==> config.mk <==
export PLATFORM = sky130hd
export DESIGN_NAME = per_sft_rst_sequencer_flat
export DESIGN_NICKNAME = d
export VERILOG_FILES = /design/src/rtl/per_sft_rst_sequencer_if.sv /design/src/rtl/per_sft_rst_sequencer.sv /design/src/flat_wrapper.sv
export SDC_FILE = /design/constraint.sdc
export NUM_CORES = 1
export LEC_CHECK = 0
export CORE_AREA = 2 2 39 41
export CTS_BUF_LIST = sky130_fd_sc_hd__clkbuf_4
export DETAILED_ROUTE_END_ITERATION = 16
export DIE_AREA = 0 0 41 43
export SYNTH_ARGS = -nofsm -noshare
export SYNTH_HDL_FRONTEND = slang
export SYNTH_SLANG_ARGS = --single-unit
==> constraint.sdc <==
create_clock -name i_clk -period 1.5 [get_ports i_clk]
set_input_delay 0.3 -clock i_clk [delete_from_list [all_inputs] [get_ports i_clk]]
set_output_delay 0.3 -clock i_clk [all_outputs]
set_load 0.01 [all_outputs]
==> src/rtl/per_sft_rst_sequencer_if.sv <==
// RCC-side handshake bundle of the per-peripheral software-reset sequencer.
// The master side is the RCC register file; the slave side is the sequencer.
interface per_sft_rst_sequencer_if;
    logic rst_req;
    logic testmode;
    logic sft_rst_n;
    logic arcg_on;
    logic rst_busy;
    logic rst_done;

    modport master (
        output rst_req,
        output testmode,
        input  sft_rst_n,
        input  arcg_on,
        input  rst_busy,
        input  rst_done
    );

    modport slave (
        input  rst_req,
        input  testmode,
        output sft_rst_n,
        output arcg_on,
        output rst_busy,
        output rst_done
    );
endinterface

==> src/rtl/per_sft_rst_sequencer.sv <==
// Turns an RCC software-reset request into a timed sft_rst_n pulse with a settle window.
// Define PER_SFT_RST_AUTOCLR_EN when rst_req is a self-clearing one-cycle write pulse.
module per_sft_rst_sequencer #(
    parameter int MIN_RST_CYCLES      = 4,
    parameter int RELEASE_WAIT_CYCLES = 2
) (
    input logic                    i_clk,
    input logic                    sys_rst_n,
    per_sft_rst_sequencer_if.slave bus
);

    localparam int MAX_CYCLES = (MIN_RST_CYCLES > RELEASE_WAIT_CYCLES) ?
                                MIN_RST_CYCLES : RELEASE_WAIT_CYCLES;
    localparam int CNT_W = $clog2(MAX_CYCLES + 1);

    localparam logic [CNT_W-1:0] ASSERT_LOAD  = CNT_W'(MIN_RST_CYCLES - 1);
    localparam logic [CNT_W-1:0] RELEASE_LOAD = CNT_W'(RELEASE_WAIT_CYCLES - 1);
    localparam logic [CNT_W-1:0] CNT_ONE      = CNT_W'(1);

    typedef enum logic [1:0] {
        S_IDLE,
        S_ASSERT,
        S_HOLD,
        S_RELEASE
    } state_e;

    state_e           state_q, state_d;
    logic [CNT_W-1:0] cnt_q, cnt_d;
    logic             pend_q, pend_d;
    logic             sft_rst_n_q, sft_rst_n_d;
    logic             arcg_on_q, arcg_on_d;
    logic             rst_busy_q, rst_busy_d;
    logic             rst_done_q, rst_done_d;

    // NOTE: every next-value gets a default first so no latch is inferred.
    always_comb begin
        state_d    = state_q;
        cnt_d      = cnt_q;
        pend_d     = pend_q;
        rst_done_d = 1'b0;

        case (state_q)
            S_IDLE: begin
                pend_d = 1'b0;
                if (bus.rst_req) begin
                    state_d = S_ASSERT;
                    cnt_d   = ASSERT_LOAD;
                end
            end

            S_ASSERT: begin
                pend_d = 1'b0;
`ifdef PER_SFT_RST_AUTOCLR_EN
                // Each write pulse restarts the minimum low width.
                if (bus.rst_req) begin
                    cnt_d = ASSERT_LOAD;
                end else if (cnt_q != '0) begin
                    cnt_d = cnt_q - CNT_ONE;
                end else begin
                    state_d = S_RELEASE;
                    cnt_d   = RELEASE_LOAD;
                end
`else
                if (cnt_q != '0) begin
                    cnt_d = cnt_q - CNT_ONE;
                end else if (bus.rst_req) begin
                    state_d = S_HOLD;
                end else begin
                    state_d = S_RELEASE;
                    cnt_d   = RELEASE_LOAD;
                end
`endif
            end

            S_HOLD: begin
                if (!bus.rst_req) begin
                    state_d = S_RELEASE;
                    cnt_d   = RELEASE_LOAD;
                end
            end

            S_RELEASE: begin
                // A request landing on the final settle cycle still counts as pending.
                if (cnt_q != '0) begin
                    cnt_d  = cnt_q - CNT_ONE;
                    pend_d = pend_q | bus.rst_req;
                end else if (pend_q || bus.rst_req) begin
                    state_d = S_ASSERT;
                    cnt_d   = ASSERT_LOAD;
                    pend_d  = 1'b0;
                end else begin
                    state_d    = S_IDLE;
                    pend_d     = 1'b0;
                    rst_done_d = 1'b1;
                end
            end

            default: begin
                state_d = S_IDLE;
                cnt_d   = '0;
                pend_d  = 1'b0;
            end
        endcase

        if (bus.testmode) begin
            state_d    = S_IDLE;
            cnt_d      = '0;
            pend_d     = 1'b0;
            rst_done_d = 1'b0;
        end

        // Outputs are decoded from the next state so they register with it.
        sft_rst_n_d = !((state_d == S_ASSERT) || (state_d == S_HOLD));
        arcg_on_d   = (state_d != S_IDLE);
        rst_busy_d  = (state_d != S_IDLE);
    end

    // NOTE: non-blocking assignments so every flop samples the same pre-edge values.
    always_ff @(posedge i_clk) begin
        if (!sys_rst_n) begin
            state_q     <= S_IDLE;
            cnt_q       <= '0;
            pend_q      <= 1'b0;
            sft_rst_n_q <= 1'b1;
            arcg_on_q   <= 1'b0;
            rst_busy_q  <= 1'b0;
            rst_done_q  <= 1'b0;
        end else begin
            state_q     <= state_d;
            cnt_q       <= cnt_d;
            pend_q      <= pend_d;
            sft_rst_n_q <= sft_rst_n_d;
            arcg_on_q   <= arcg_on_d;
            rst_busy_q  <= rst_busy_d;
            rst_done_q  <= rst_done_d;
        end
    end

    assign bus.sft_rst_n = sft_rst_n_q;
    assign bus.arcg_on   = arcg_on_q;
    assign bus.rst_busy  = rst_busy_q;
    assign bus.rst_done  = rst_done_q;

endmodule
==> src/flat_wrapper.sv <==
// flat-port wrapper written by rule: the top's interface ports become plain ports
module per_sft_rst_sequencer_flat 
#(
    parameter int MIN_RST_CYCLES      = 4,
    parameter int RELEASE_WAIT_CYCLES = 2
)
  (i_clk, sys_rst_n, bus_rst_req, bus_testmode, bus_sft_rst_n, bus_arcg_on, bus_rst_busy, bus_rst_done);
  per_sft_rst_sequencer_if bus_i ();
  input logic i_clk;
  input logic sys_rst_n;
  input wire logic [$bits(bus_i.rst_req)-1:0] bus_rst_req;
  input wire logic [$bits(bus_i.testmode)-1:0] bus_testmode;
  output wire logic [$bits(bus_i.sft_rst_n)-1:0] bus_sft_rst_n;
  output wire logic [$bits(bus_i.arcg_on)-1:0] bus_arcg_on;
  output wire logic [$bits(bus_i.rst_busy)-1:0] bus_rst_busy;
  output wire logic [$bits(bus_i.rst_done)-1:0] bus_rst_done;
  assign bus_i.rst_req = bus_rst_req;
  assign bus_i.testmode = bus_testmode;
  assign bus_sft_rst_n = bus_i.sft_rst_n;
  assign bus_arcg_on = bus_i.arcg_on;
  assign bus_rst_busy = bus_i.rst_busy;
  assign bus_rst_done = bus_i.rst_done;
  per_sft_rst_sequencer #(.MIN_RST_CYCLES(MIN_RST_CYCLES), .RELEASE_WAIT_CYCLES(RELEASE_WAIT_CYCLES)) u_core (.i_clk(i_clk), .sys_rst_n(sys_rst_n), .bus(bus_i));
endmodule
==> out/results.txt <==
synthesized flop and latch total: 9
Final period util: 99.57%
Critical Path Fanout Max: 2
Overflow after GRT: 0
clk slew on worst S/H paths: 60 ps
die height: 43 microns
final std cells w/o fill: 86
global-route wire length before repair: 1566 microns
crit path DAT: 1650 ps
max-cap viol count: 0
final hold vios: 0
vias in the first global route: 380
Top FF cell, synth: dfxtp_1
clk_lat worst skew: 260 ps
Top delay family on crit path: simple AND/OR/NAND/NOR gates
power per cell area: 828.3 nW/um^2
Routed WL: 973 microns
Antenna Nets Post-Route: 0
Max-slew headroom: 75.29%
Synth Cell Area: 478.0 sq um
Max IR drop VDD: 0.5419 mV
max-slew violation count: 0
RSZ-0062 raised after global routing: true
Async S/R FF share, synth: 0%
dpl cells: 82
clock root buffer: clkbuf_4
f_max: 0.6696 GHz
initial antenna violation count: 0
CP endpoint kind: flip-flop
Final Power: 592.8 uW
detailed-route via count: 429
Setup crit start kind: flip-flop
DR vias/cell: 4.988
buffers added on ports: 7
clock tree buffer depth: 2
CTS tree: built
gr usage total: 13.45%
DRT iter0 DRCs: 1
Worst Path Required: 1650 ps
Hold Buf Count CTS: 0
Syn Nets: 57
I/O Pins: 8
crit-path cells: inv_2 -> ha_4 -> nand3b_1 -> xnor2_2 -> or2_4 -> ha_4 -> nand2_1
DPL Wire Length: 755.9 microns
H-tree level count: 1
RD Place Congestion: 0.7102
drt drc: 0
Worst Tran Pin Value: 365.8 ps
post-layout util: 51.72%
post-layout min period: 1494 ps
initial core utilization: 34.54%
pre-CTS setup slack: -280.4 ps
LEAKAGE: 0.2879 nW
final setup margin: 6.465 ps
Post-synth EDFFs: 0
WHS: 562.0 ps
Area Growth Syn to Fin: 49.74%
Syn Area/Cell: 9.559 sq um
critical path class: reg2reg
Syn Inst Count: 50
share of cells above drive strength 1: 40.00%
Die W: 41 microns
Fin Clk Skew: 5.999 ps
post-synth cell types: 29
Core ar.: 1384 sq um
status: finished clean
sequential share of the synthesized area: 37.70%
Yosys warning count: 0
critical path's most frequent cell: ha_4
HP Class: reg2reg
Cell Rows: 14
CTS Buf Count: 3
Die ar.: 1763 sq um
final setup violation count: 0
WL/cell: 11.31 microns
largest net degree at the start of global routing: 11
CP Buf/Inv Count: 1
CP peak stage delay: 320 ps
Crit-path slowest cell: dfxtp_2
Final #Nets: 78
drt first pass iters: 4
clk sink count: 9
# diodes: 0
## kinds of logic after synthesis
| group | share of synthesized area [%] |
|---|---|
| compound gates | 15.71 |
| xor+xnor | 3.666 |
| fa+ha+maj | 9.949 |
| buf+inv | 6.021 |
| flops | 37.70 |
| simple gates | 26.97 |
## per-layer routing
layer / global-route usage, % / wire (microns)
met5: 0 / 0
met1: 16.78 / 443
met3: 7.853 / 41
met2: 20.00 / 488
met4: 2.000 / 0
## worst reg2reg max path, stage by stage (launching register included)
cell	delay [ps]
dfxtp_2	320
inv_2	70
ha_4	130
nand3b_1	150
xnor2_2	180
or2_4	240
ha_4	250
nand2_1	40
## final cells by class
| cell class | count | area, sq um |
|---|---|---|
| fillers | 135 | 668.1 |
| multi-input cells | 35 | 309.0 |
| flip-flops and latches | 9 | 182.7 |
| repair buffers | 19 | 162.7 |
| clock buffers | 4 | 30.03 |
| well taps | 16 | 20.02 |
| inverters | 3 | 11.26 |
## registers in the layout, summed over array words and instances, names as in the netlist
name,count
u_core.bus.rst_done,1
u_core.bus.arcg_on,1
u_core.pend_q,1
u_core.cnt_q,3
u_core.bus.sft_rst_n,1
u_core.state_q,2
## final timing paths
check        slack, ps  depth (start not counted)                              end                          from
max                  6                          7  u_core.bus.sft_rst_n$_SDFF_PN1_  u_core.cnt_q[0]$_SDFFE_PP0P_
min                560                          2       u_core.pend_q$_SDFFE_PP0P_    u_core.pend_q$_SDFFE_PP0P_
max reg2reg          6                          7  u_core.bus.sft_rst_n$_SDFF_PN1_  u_core.cnt_q[0]$_SDFFE_PP0P_
min reg2reg        560                          2       u_core.pend_q$_SDFFE_PP0P_    u_core.pend_q$_SDFFE_PP0P_
## synthesized netlist by cell type (all sizes together), types with 2 or more instances
library cell  count  area share [%]
o311a             2             4.2
nand2             2             1.6
nand3b            2             3.1
a21oi             2             2.1
nand2b            4             5.2
inv               3             2.4
buf               3             3.7
dfxtp             9              38
nor2              2             1.6
ha                3             7.9
## placed cells by master (no fill, tap or decap), types with 2 or more instances in the layout
cell / n
nand2b_1: 3
o311a_1: 2
a21oi_1: 2
buf_4: 11
inv_2: 2
clkbuf_4: 4
nand2_1: 2
dfxtp_2: 2
nor2_1: 2
clkdlybuf4s50_1: 6
dfxtp_1: 7
nand3b_1: 2
ha_4: 2
## through the flow
| stage | instance area (sq um) | setup TNS, ps |
|---|---|---|
| 2_1_floorplan | 496.7 | 0 |
| 3_3_place_gp | 659.4 | -1058 |
| 4_1_cts | 706.9 | 0 |
| 6_report | 715.7 | 0 |
| 3_5_place_dp | 659.4 | -1333 |
| 5_1_grt | 715.7 | -110.3 |
## power by group
group | leakage (nW) | total [mW] | switching, mW | internal, mW
clock | 0.0184 | 0.202 | 0.0819 | 0.120
combinational | 0.195 | 0.133 | 0.0559 | 0.0770
sequential | 0.0743 | 0.258 | 0.00639 | 0.251
## repair_timing
action                     4_1_cts  5_1_grt
gates resized for setup          5        3
setup endpoints to repair        1        5
pin swaps                        4        1
buffers inserted                 0        0
Note: power is estimated with default switching activity, not from simulation.
